$ cat src/rtl/matrix_operand_loader.sv
// matrix_operand_loader: streams operands row-major into the A then B stores of the matrix multiplier and starts it
//   clock, reset             : rising-edge clock, synchronous active-high reset
//   load_start               : one-cycle load request, honoured only in IDLE
//   in_valid/in_ready/in_data: operand element stream
//   a_wr_*                   : A store write port (row i, column k)
//   b_wr_*                   : B store write port (row k, column j)
//   mm_start/mm_done         : multiplier start pulse / completion pulse
//   busy/done                : not-idle flag / one-cycle load-complete pulse
module matrix_operand_loader #(
    parameter int DATA_WIDTH             = 8,
    parameter int FIRST_MATRIX_ROW_SIZE  = 20,
    parameter int MATRIX_SIZE            = 10,
    parameter int SECOND_MATRIX_COL_SIZE = 30,
    parameter int ROW_W = $clog2(FIRST_MATRIX_ROW_SIZE > MATRIX_SIZE ? FIRST_MATRIX_ROW_SIZE : MATRIX_SIZE),
    parameter int COL_W = $clog2(MATRIX_SIZE > SECOND_MATRIX_COL_SIZE ? MATRIX_SIZE : SECOND_MATRIX_COL_SIZE)
) (
    input  logic                  clock,
    input  logic                  reset,
    input  logic                  load_start,
    input  logic                  in_valid,
    input  logic [DATA_WIDTH-1:0] in_data,
    output logic                  in_ready,
    output logic                  a_wr_en,
    output logic [ROW_W-1:0]      a_wr_row,
    output logic [COL_W-1:0]      a_wr_col,
    output logic [DATA_WIDTH-1:0] a_wr_data,
    output logic                  b_wr_en,
    output logic [ROW_W-1:0]      b_wr_row,
    output logic [COL_W-1:0]      b_wr_col,
    output logic [DATA_WIDTH-1:0] b_wr_data,
    output logic                  mm_start,
    input  logic                  mm_done,
    output logic                  busy,
    output logic                  done
);
    typedef enum logic [2:0] {IDLE, LOAD_A, LOAD_B, FLUSH, START, WAIT} state_e;

    localparam logic [ROW_W-1:0] A_ROW_LAST = ROW_W'(FIRST_MATRIX_ROW_SIZE - 1);
    localparam logic [COL_W-1:0] A_COL_LAST = COL_W'(MATRIX_SIZE - 1);
    localparam logic [ROW_W-1:0] B_ROW_LAST = ROW_W'(MATRIX_SIZE - 1);
    localparam logic [COL_W-1:0] B_COL_LAST = COL_W'(SECOND_MATRIX_COL_SIZE - 1);

    state_e                state_q, state_d;
    logic [ROW_W-1:0]      row_q, row_d;
    logic [COL_W-1:0]      col_q, col_d;
    logic                  a_en_q, a_en_d, b_en_q, b_en_d, done_q, done_d;
    logic [ROW_W-1:0]      a_row_q, a_row_d, b_row_q, b_row_d;
    logic [COL_W-1:0]      a_col_q, a_col_d, b_col_q, b_col_d;
    logic [DATA_WIDTH-1:0] a_data_q, a_data_d, b_data_q, b_data_d;
    logic                  beat, in_a, col_last, row_last;

    assign in_ready = (state_q == LOAD_A) || (state_q == LOAD_B);
    assign beat     = in_valid && in_ready;
    assign in_a     = state_q == LOAD_A;
    assign col_last = in_a ? (col_q == A_COL_LAST) : (col_q == B_COL_LAST);
    assign row_last = in_a ? (row_q == A_ROW_LAST) : (row_q == B_ROW_LAST);

    assign a_wr_en   = a_en_q;
    assign a_wr_row  = a_row_q;
    assign a_wr_col  = a_col_q;
    assign a_wr_data = a_data_q;
    assign b_wr_en   = b_en_q;
    assign b_wr_row  = b_row_q;
    assign b_wr_col  = b_col_q;
    assign b_wr_data = b_data_q;
    assign mm_start  = state_q == START;
    assign busy      = state_q != IDLE;
    assign done      = done_q;

    always_comb begin
        state_d  = state_q;
        row_d    = row_q;
        col_d    = col_q;
        a_en_d   = 1'b0;
        b_en_d   = 1'b0;
        done_d   = 1'b0;
        a_row_d  = a_row_q;
        a_col_d  = a_col_q;
        a_data_d = a_data_q;
        b_row_d  = b_row_q;
        b_col_d  = b_col_q;
        b_data_d = b_data_q;
        case (state_q)
            IDLE:  state_d = load_start ? LOAD_A : IDLE;
            LOAD_A, LOAD_B: begin
                if (beat) begin
                    // index/data registers only move on a beat so they hold between writes
                    if (in_a) begin
                        a_en_d   = 1'b1;
                        a_row_d  = row_q;
                        a_col_d  = col_q;
                        a_data_d = in_data;
                    end else begin
                        b_en_d   = 1'b1;
                        b_row_d  = row_q;
                        b_col_d  = col_q;
                        b_data_d = in_data;
                    end
                    col_d = col_last ? '0 : col_q + COL_W'(1);
                    if (col_last) begin
                        row_d = row_last ? '0 : row_q + ROW_W'(1);
                        if (row_last) state_d = in_a ? LOAD_B : FLUSH;
                    end
                end
            end
            // the final B write is on the port during FLUSH, so START follows it by one cycle
            FLUSH: state_d = START;
            START: state_d = WAIT;
            WAIT: begin
                state_d = mm_done ? IDLE : WAIT;
                done_d  = mm_done;
            end
            default: state_d = IDLE;
        endcase
    end

    always_ff @(posedge clock) begin
        if (reset) begin
            state_q  <= IDLE;
            row_q    <= '0;
            col_q    <= '0;
            a_en_q   <= 1'b0;
            b_en_q   <= 1'b0;
            done_q   <= 1'b0;
            a_row_q  <= '0;
            a_col_q  <= '0;
            a_data_q <= '0;
            b_row_q  <= '0;
            b_col_q  <= '0;
            b_data_q <= '0;
        end else begin
            state_q  <= state_d;
            row_q    <= row_d;
            col_q    <= col_d;
            a_en_q   <= a_en_d;
            b_en_q   <= b_en_d;
            done_q   <= done_d;
            a_row_q  <= a_row_d;
            a_col_q  <= a_col_d;
            a_data_q <= a_data_d;
            b_row_q  <= b_row_d;
            b_col_q  <= b_col_d;
            b_data_q <= b_data_d;
        end
    end
endmodule

$ cat config.mk
export PLATFORM = sky130hd
export DESIGN_NAME = matrix_operand_loader
export DESIGN_NICKNAME = d
export VERILOG_FILES = /design/src/rtl/matrix_operand_loader.sv
export SDC_FILE = /design/constraint.sdc
export NUM_CORES = 1
export LEC_CHECK = 0
export ABC_AREA = 0
export ABC_CLOCK_PERIOD_IN_PS = 3260
export CAP_MARGIN = 0
export CORE_MARGIN = 2
export CORE_UTILIZATION = 66
export CTS_CLUSTER_DIAMETER = 150
export DETAILED_ROUTE_END_ITERATION = 10
export DONT_BUFFER_PORTS = 1
export PLACE_DENSITY = 0.82
export REMOVE_ABC_BUFFERS = 1
export SETUP_SLACK_MARGIN = 0.02
export SLEW_MARGIN = 25
export SYNTH_ARGS = -nofsm -noshare
export SYNTH_HDL_FRONTEND = slang
export SYNTH_SLANG_ARGS = --single-unit
export TNS_END_PERCENT = 10
$ cat constraint.sdc
create_clock -name clock -period 3.26 [get_ports clock]
set_input_delay 0.815 -clock clock [delete_from_list [all_inputs] [get_ports clock]]
set_output_delay 0.815 -clock clock [all_outputs]
set_load 0.05 [all_outputs]
# Yosys cells after proc, flatten, opt, wreduce, memory -nomap -nowiden
# Index checks and enable logic that the tools add are counted.
# totals
ff_bits,52
out_inout_bits,42
inputBits,13
wordCells,55
# classes
mux,13
n_bitwise,4
eq_ne,12
reduce_logical,12
add_sub_neg,2
# ops
op,n
$pmux W3 S5,1
$mux W3,4
$reduce_and A3 Y1,4
$add A5 B1 Y5 const B,2
$eq A5 B4 Y1 const B,2
$eq A5 B5 Y1 const B,2
$mux W5,2
$eq A3 B2 Y1 const B,2
$eq A3 B3 Y1 const B,2
$mux W1,6
$ne A2 B2 Y1 const B,3
$not A1 Y1,4
$reduce_or A2 Y1,2
$eq A3 B1 Y1 const B,1
$logic_not A3 Y1,1
$reduce_bool A3 Y1,1
$reduce_or A3 Y1,1
$reduce_and A2 Y1,1
$logic_and A1 B1 Y1,1
$logic_or A1 B1 Y1,1

# Longest topological paths before layout
# Gate-level depths: netlist of run 1.
# logic_depth
word_depth,6
ltp_mapped,7
mapped_depth_nobuf,6

# Worst setup path after synthesis of run 1
# Ideal clock, no wire load.
# synth_path
path_type,reg2out
startpoint,register state_q[1]
endpoint,output mm_start
setup_slack_ps,1186
stages_incl_launch_ff,4
required_ps,2445
arrival_time_ps,1259
path_buffers,1
path_cell_list,dfxtp_1 > buf_4 > nand2b_1 > nor2_1
# synth_via
elab_chain_cells,1
# synth_rtl
item,line_no,text
"start, declared",43,"state_e state_q, state_d;"
"start signal, assigned",132,state_q <= state_d;
$eq A3 B3 Y1,66,assign mm_start = state_q == START;
"end, declared",31,"output logic mm_start,"
# Every way passes these cells.

# Final worst setup path of run 1
# layout_path
startpoint,register state_q[1]
endpoint,output in_ready
# layout_via
elab_chain_cells,2
elab_cells_between_ends,3
classes_between,eq/ne: 2; reduce/logical: 1
# layout_rtl
item,line_no,text
$eq A3 B1 Y1 / $eq A3 B2 Y1 (equally long branches),52,assign in_ready = (state_q == LOAD_A) || (state_q == LOAD_B);
$logic_or A1 B1 Y1 *,52,
"end, declared",22,"output logic in_ready,"
# Mark *: on every way between the ends. The rest lies on a longest branch, timed or not.

==> out/metrics.yaml, run 1 <==
period_minus_slack_ns: 2.525
syn_to_final_growth_pct: 2.540
portBuffers: 0
nets: 274
fillers: 270
vias: 1729
htreeDepth: 2
ys.warnings.count: 0
clk_pin_slew_ns: 0.15
clock_tree.buffer_depth: 2
cts.sinks: 52
grt_usage: 0.2422
setup_violations: 0
initial_core_util: 0.7041
power.leakage_uw: 0.0007402
drtPass1Iterations: 7
overflow: 0
post-cts-setup-buffers: 0
grt_pass1_wl_mm: 6.706
setup_tns_ns: 0
ys_types: 43
post_route_cells_drive_above_1_share: 0.05405
synth_cells: 265
drtIter0Drc: 130
wl_per_cell_um: 14.31
grt_pass1_vias: 1469
maxSlewHeadroom: 0.4376
die_area_um2: 3758
cts_tree: "built"
cp.required_ns: 2.44
die_w_um: 61.30
end_kind: "output pin"
yosysSeqAreaShare: 0.4804
dp_hpwl_mm: 2.815
fmax_mhz: 396.0
synth_area_leader_cell: "dfxtp_1"
die_y_um: 61.30
crit_path_max_fanout: 9
cp-start-kind: "flip-flop"
vdd_drop_max_mv: 0.2644
ioPinCount: 55
drv_slew: 0
antenna_cells: 0
post_cts_resized: 0
ys_seq_elements: 52
antenna_left: 0
numCtsBuffers: 5
postSynthAreaPerCell_um2: 8.178
synth_area_um2: 2167
route.detailed.drc: 0
grt_max_degree: 57
min_path_type: "in -> reg"
post-synth-top-area-fraction: 0.4804
drt-total-wl_mm: 4.335
synth.most_common_cell: "nand2_1"
fp-row-count: 20
root_buffer: "clkbuf_4"
synth_edf_count: 0
seq_area_um2: 1041
antenna_found_initial: 0
place.gp.congestion: 0.8371
cellPowerDensity_nw_per_um2: 474.1
synthArstFlopShare: 0
synth_area_leaders: "dfxtp_1 48%, nand2_1 14%, a21oi_1 9.5%"
rsz0062_at_grt: "no"
clk_latency_ns: 0.37
clock_skew_ns: 0.01115
worst_pin_slew_ns: 0.8413
multiInputGateArea_um2: 1039
yosys_most_used_dff: "dfxtp_1"
netlist_top_cells_count: "79 x nand2_1, 52 x dfxtp_1, 41 x a21oi_1"
fin_total_pwr_uw: 1053
period_share: 0.7746
hold_viol: 0
worst-setup-path-type: "reg -> out"
cap_violations: 0
via_per_inst: 5.706
outcome: "completed"
core_area_um2: 3078
ctsHoldBuffers: 0
arrival_ns: 1.71
==> final cells by class <==
| type | instances | area share |
|---|---|---|
| flip-flops and latches | 52 | 0.4685 |
| multi-input cells | 194 | 0.4673 |
| well taps | 44 | 0.02477 |
| clock buffers | 6 | 0.02309 |
| inverters | 4 | 0.006757 |
| clock inverters | 2 | 0.006194 |
| repair buffers | 1 | 0.003378 |
==> cells in the final DEF (no fill, tap or decap), drive strengths merged, types with 2 or more instances in the layout <==
cell type / count
a21oi: 41
a31oi: 3
and2: 5
clkbuf: 6
dfxtp: 52
ha: 3
inv: 5
mux2: 2
mux2i: 2
nand2: 79
nand2b: 3
nand3: 6
nand4: 5
nor2: 8
nor2b: 2
nor3: 8
nor4bb: 2
o21ai: 2
or3: 2
xor2: 4
==> critical path, cell delays in order, from the launching register on <==
cell and delay, ns:
dfxtp_1 0.57, xor2_2 0.28, and2_1 0.49
==> final timing paths <==
path         startpoint     endpoint  slack, ns  depth (start not counted)
max          state_q[1]     in_ready       0.73                          2
min               reset  b_wr_col[1]       0.48                          1
max reg2reg  state_q[0]     row_q[2]       1.14                          4
min reg2reg    col_q[4]  b_wr_col[4]       0.53                          2
==> flip-flops by register name (all words and copies together), names as in the netlist <==
name       cells
a_wr_data      8
a_wr_en        1
a_wr_col       5
col_q          5
b_wr_en        1
a_wr_row       5
b_wr_col       5
b_wr_row       5
b_wr_data      8
row_q          5
done           1
state_q        3
==> kinds of logic after synthesis <==
logic type	after synthesis	synth area share
AOI/OAI and AO/OA	55	0.1461
xor gates and xnor gates	5	0.02368
adders and majority gates	3	0.01732
buffers and inverters	19	0.04041
DFF	52	0.4804
muxes	4	0.02136
and+or+nand+nor	127	0.2708
==> stage by stage <==
step	worst slack (ns)	utilization	cell area, um2	hold slack [ns]	cells
after detailed placement	1.119	0.7008	2157	0.5147	295
final	0.7349	0.7220	2222	0.4821	303
after global routing	0.6503	0.7220	2222	0.4653	303
after floorplan	1.205	-	2095	0.4756	250
after global placement	1.172	0.7008	2157	0.5064	295
after CTS	0.7223	0.7220	2222	0.4698	303
==> where the power goes <==
group	total [uW]	switching [uW]	internal, uW
logic	62.3	37.0	25.3
registers	684	36.9	648
clock network	307	200	107
total	1050	273	780
==> metal layers <==
layer  vias to the layer above  track usage  wire [um]
li1                        883            -          -
met1                       788       0.3236       1944
met2                        51       0.3663       2020
met3                         7      0.07983        314
met4                         0      0.09006         55
met5                         -            0          0
Power figures use the tool's default switching activity.
==> inputs of run 2 (changes only) <==
--- a/config.mk
+++ b/config.mk
@@ -6,14 +6,14 @@
 export NUM_CORES = 1
 export LEC_CHECK = 0
 export ABC_AREA = 0
-export ABC_CLOCK_PERIOD_IN_PS = 3260
+export ABC_CLOCK_PERIOD_IN_PS = 2100
 export CAP_MARGIN = 0
 export CORE_MARGIN = 2
-export CORE_UTILIZATION = 66
+export CORE_UTILIZATION = 55
 export CTS_CLUSTER_DIAMETER = 150
 export DETAILED_ROUTE_END_ITERATION = 10
 export DONT_BUFFER_PORTS = 1
-export PLACE_DENSITY = 0.82
+export PLACE_DENSITY = 0.73
 export REMOVE_ABC_BUFFERS = 1
 export SETUP_SLACK_MARGIN = 0.02
 export SLEW_MARGIN = 25
==> constraint.sdc (replaced) <==
create_clock -name clock -period 2.1 [get_ports clock]
set_input_delay 0.525 -clock clock [delete_from_list [all_inputs] [get_ports clock]]
set_output_delay 0.525 -clock clock [all_outputs]
set_load 0.05 [all_outputs]
==> out/metrics.yaml, run 2 (synthesis gave the netlist of run 1 again) <==
timing.final.ws_setup_ns: 0.2074
cts_tree: "built"
multiInputGateArea_um2: 1050
placed_cells: 306
maxSlewHeadroom: 0.6506
overflow: 0
drv_slew: 0
rsz0062_at_grt: "no"
reg2reg_depth: 4
setup_tns_ns: 0
worst-setup-path-type: "reg -> out"
clk_latency_ns: 0.31
final_area_um2: 2340
arrival_ns: 1.37
die_w_um: 66.77
crit_path_start: "state_q[1]"
grt_usage: 0.2236
period_share: 0.9012
nets: 281
fillers: 335
post-place-ws_ns: 0.2612
seq_area_um2: 1044
mostFrequentLayoutCell: "nand2_1"
hold_end: "b_wr_col[1]"
clock_skew_ns: 0.01047
worst_pin_slew_ns: 0.5234
portBuffers: 0
cap_violations: 0
grt_pass1_vias: 1586
clock_tree.buffer_depth: 2
route.detailed.drc: 0
cellPowerDensity_nw_per_um2: 795.8
antenna_left: 0
root_buffer: "clkbuf_8"
power.leakage_uw: 0.0007950
die_y_um: 66.77
htreeDepth: 2
post_route_cells_drive_above_1_share: 0.08271
initial_core_util: 0.5832
crit_path_max_fanout: 9
via_per_inst: 5.599
numCtsBuffers: 5
placed_area_um2: 2215
fmax_mhz: 528.4
syn_to_final_growth_pct: 7.968
antenna_found_initial: 0
vias: 1758
outcome: "completed"
r2r-start: "state_q[2]"
die_area_um2: 4458
period_minus_slack_ns: 1.893
place.gp.congestion: 0.7999
post-cts-setup-buffers: 0
drtIter0Drc: 113
cp-start-kind: "flip-flop"
r2r_end: "row_q[3]"
clk_pin_slew_ns: 0.09
drtPass1Iterations: 4
reg2reg_slack_ns: 0.33
worstHoldPathCells: 1
cp.required_ns: 1.57
grt_max_degree: 57
end_kind: "output pin"
ioPinCount: 55
drt-total-wl_mm: 4.675
cts.sinks: 52
dp_hpwl_mm: 3.021
grt_pass1_wl_mm: 7.527
min_path_type: "in -> reg"
instances_no_fill: 314
core_area_um2: 3716
hold_viol: 0
setup_violations: 0
fp-row-count: 22
vdd_drop_max_mv: 0.7129
hp-start: "reset"
wl_per_cell_um: 14.89
antenna_cells: 0
final_cell_mix: "79 x nand2_1, 50 x dfxtp_1, 41 x a21oi_1"
run 2: worst max-delay path by stage:
stage	cells after the start	endpoint	slack, ns
2_1_floorplan	4	row_q[3]	0.20
3_3_place_gp	4	row_q[3]	0.27
3_5_place_dp	4	row_q[3]	0.26
4_1_cts	3	in_ready	0.04
5_1_grt	3	in_ready	0.12
6_report	3	in_ready	0.21
run 2: critical path: stages (launching register included):
cell and delay (ns):
dfxtp_2 0.47, xor2_4 0.24, and2_1 0.16, buf_4 0.19
run 2: power by group:
| part | total [uW] | internal, uW | switching (uW) |
|---|---|---|---|
| clock network | 692 | 360 | 332 |
| logic | 108 | 47.0 | 61.3 |
| registers | 1060 | 1000 | 57.3 |
run 2: area by class of cell:
cell class                 instances  share of cell area
clock buffer                       6             0.03102
clock inverter                     2             0.01658
inverter                           4            0.006417
multi-input combinational        194              0.4487
sequential                        52              0.4460
tap                               48             0.02567
timing repair buffer               8             0.02567
run 2: stage by stage:
stage / util / hold WS, ns / total power, uW
after global routing: 0.6296 / 0.2585 / 1933
after CTS: 0.6259 / 0.2672 / 1869
final: 0.6296 / 0.2744 / 1862
after floorplan: - / 0.4756 / 1160
after detailed placement: 0.5960 / 0.5271 / 1190
after global placement: 0.5960 / 0.5201 / 1187
run 2: per-layer routing:
layer  vias to the layer above  global-route usage  wire length [um]
li1                        896                   -                 -
met1                       807              0.2836              2084
met2                        49              0.3638              2233
met3                         6             0.07264               307
met4                         0             0.06122                49
met5                         -                   0                 0
run 2: repair_timing:
| action | in CTS | in global routing |
|---|---|---|
| setup endpoints to repair | 0 | 1 |
| hold buffers | 0 | 0 |
| endpoints found under the hold margin | 0 | 0 |
| resized for setup | 0 | 3 |
==> inputs of run 3 (changes only) <==
--- a/config.mk
+++ b/config.mk
@@ -13,6 +13,7 @@
 export CTS_CLUSTER_DIAMETER = 150
 export DETAILED_ROUTE_END_ITERATION = 10
 export DONT_BUFFER_PORTS = 1
+export GPL_ROUTABILITY_DRIVEN = 0
 export PLACE_DENSITY = 0.73
 export REMOVE_ABC_BUFFERS = 1
 export SETUP_SLACK_MARGIN = 0.02
==> results of run 3 <==
Same layout as run 2: the final DEF is identical, and so are final timing and power.
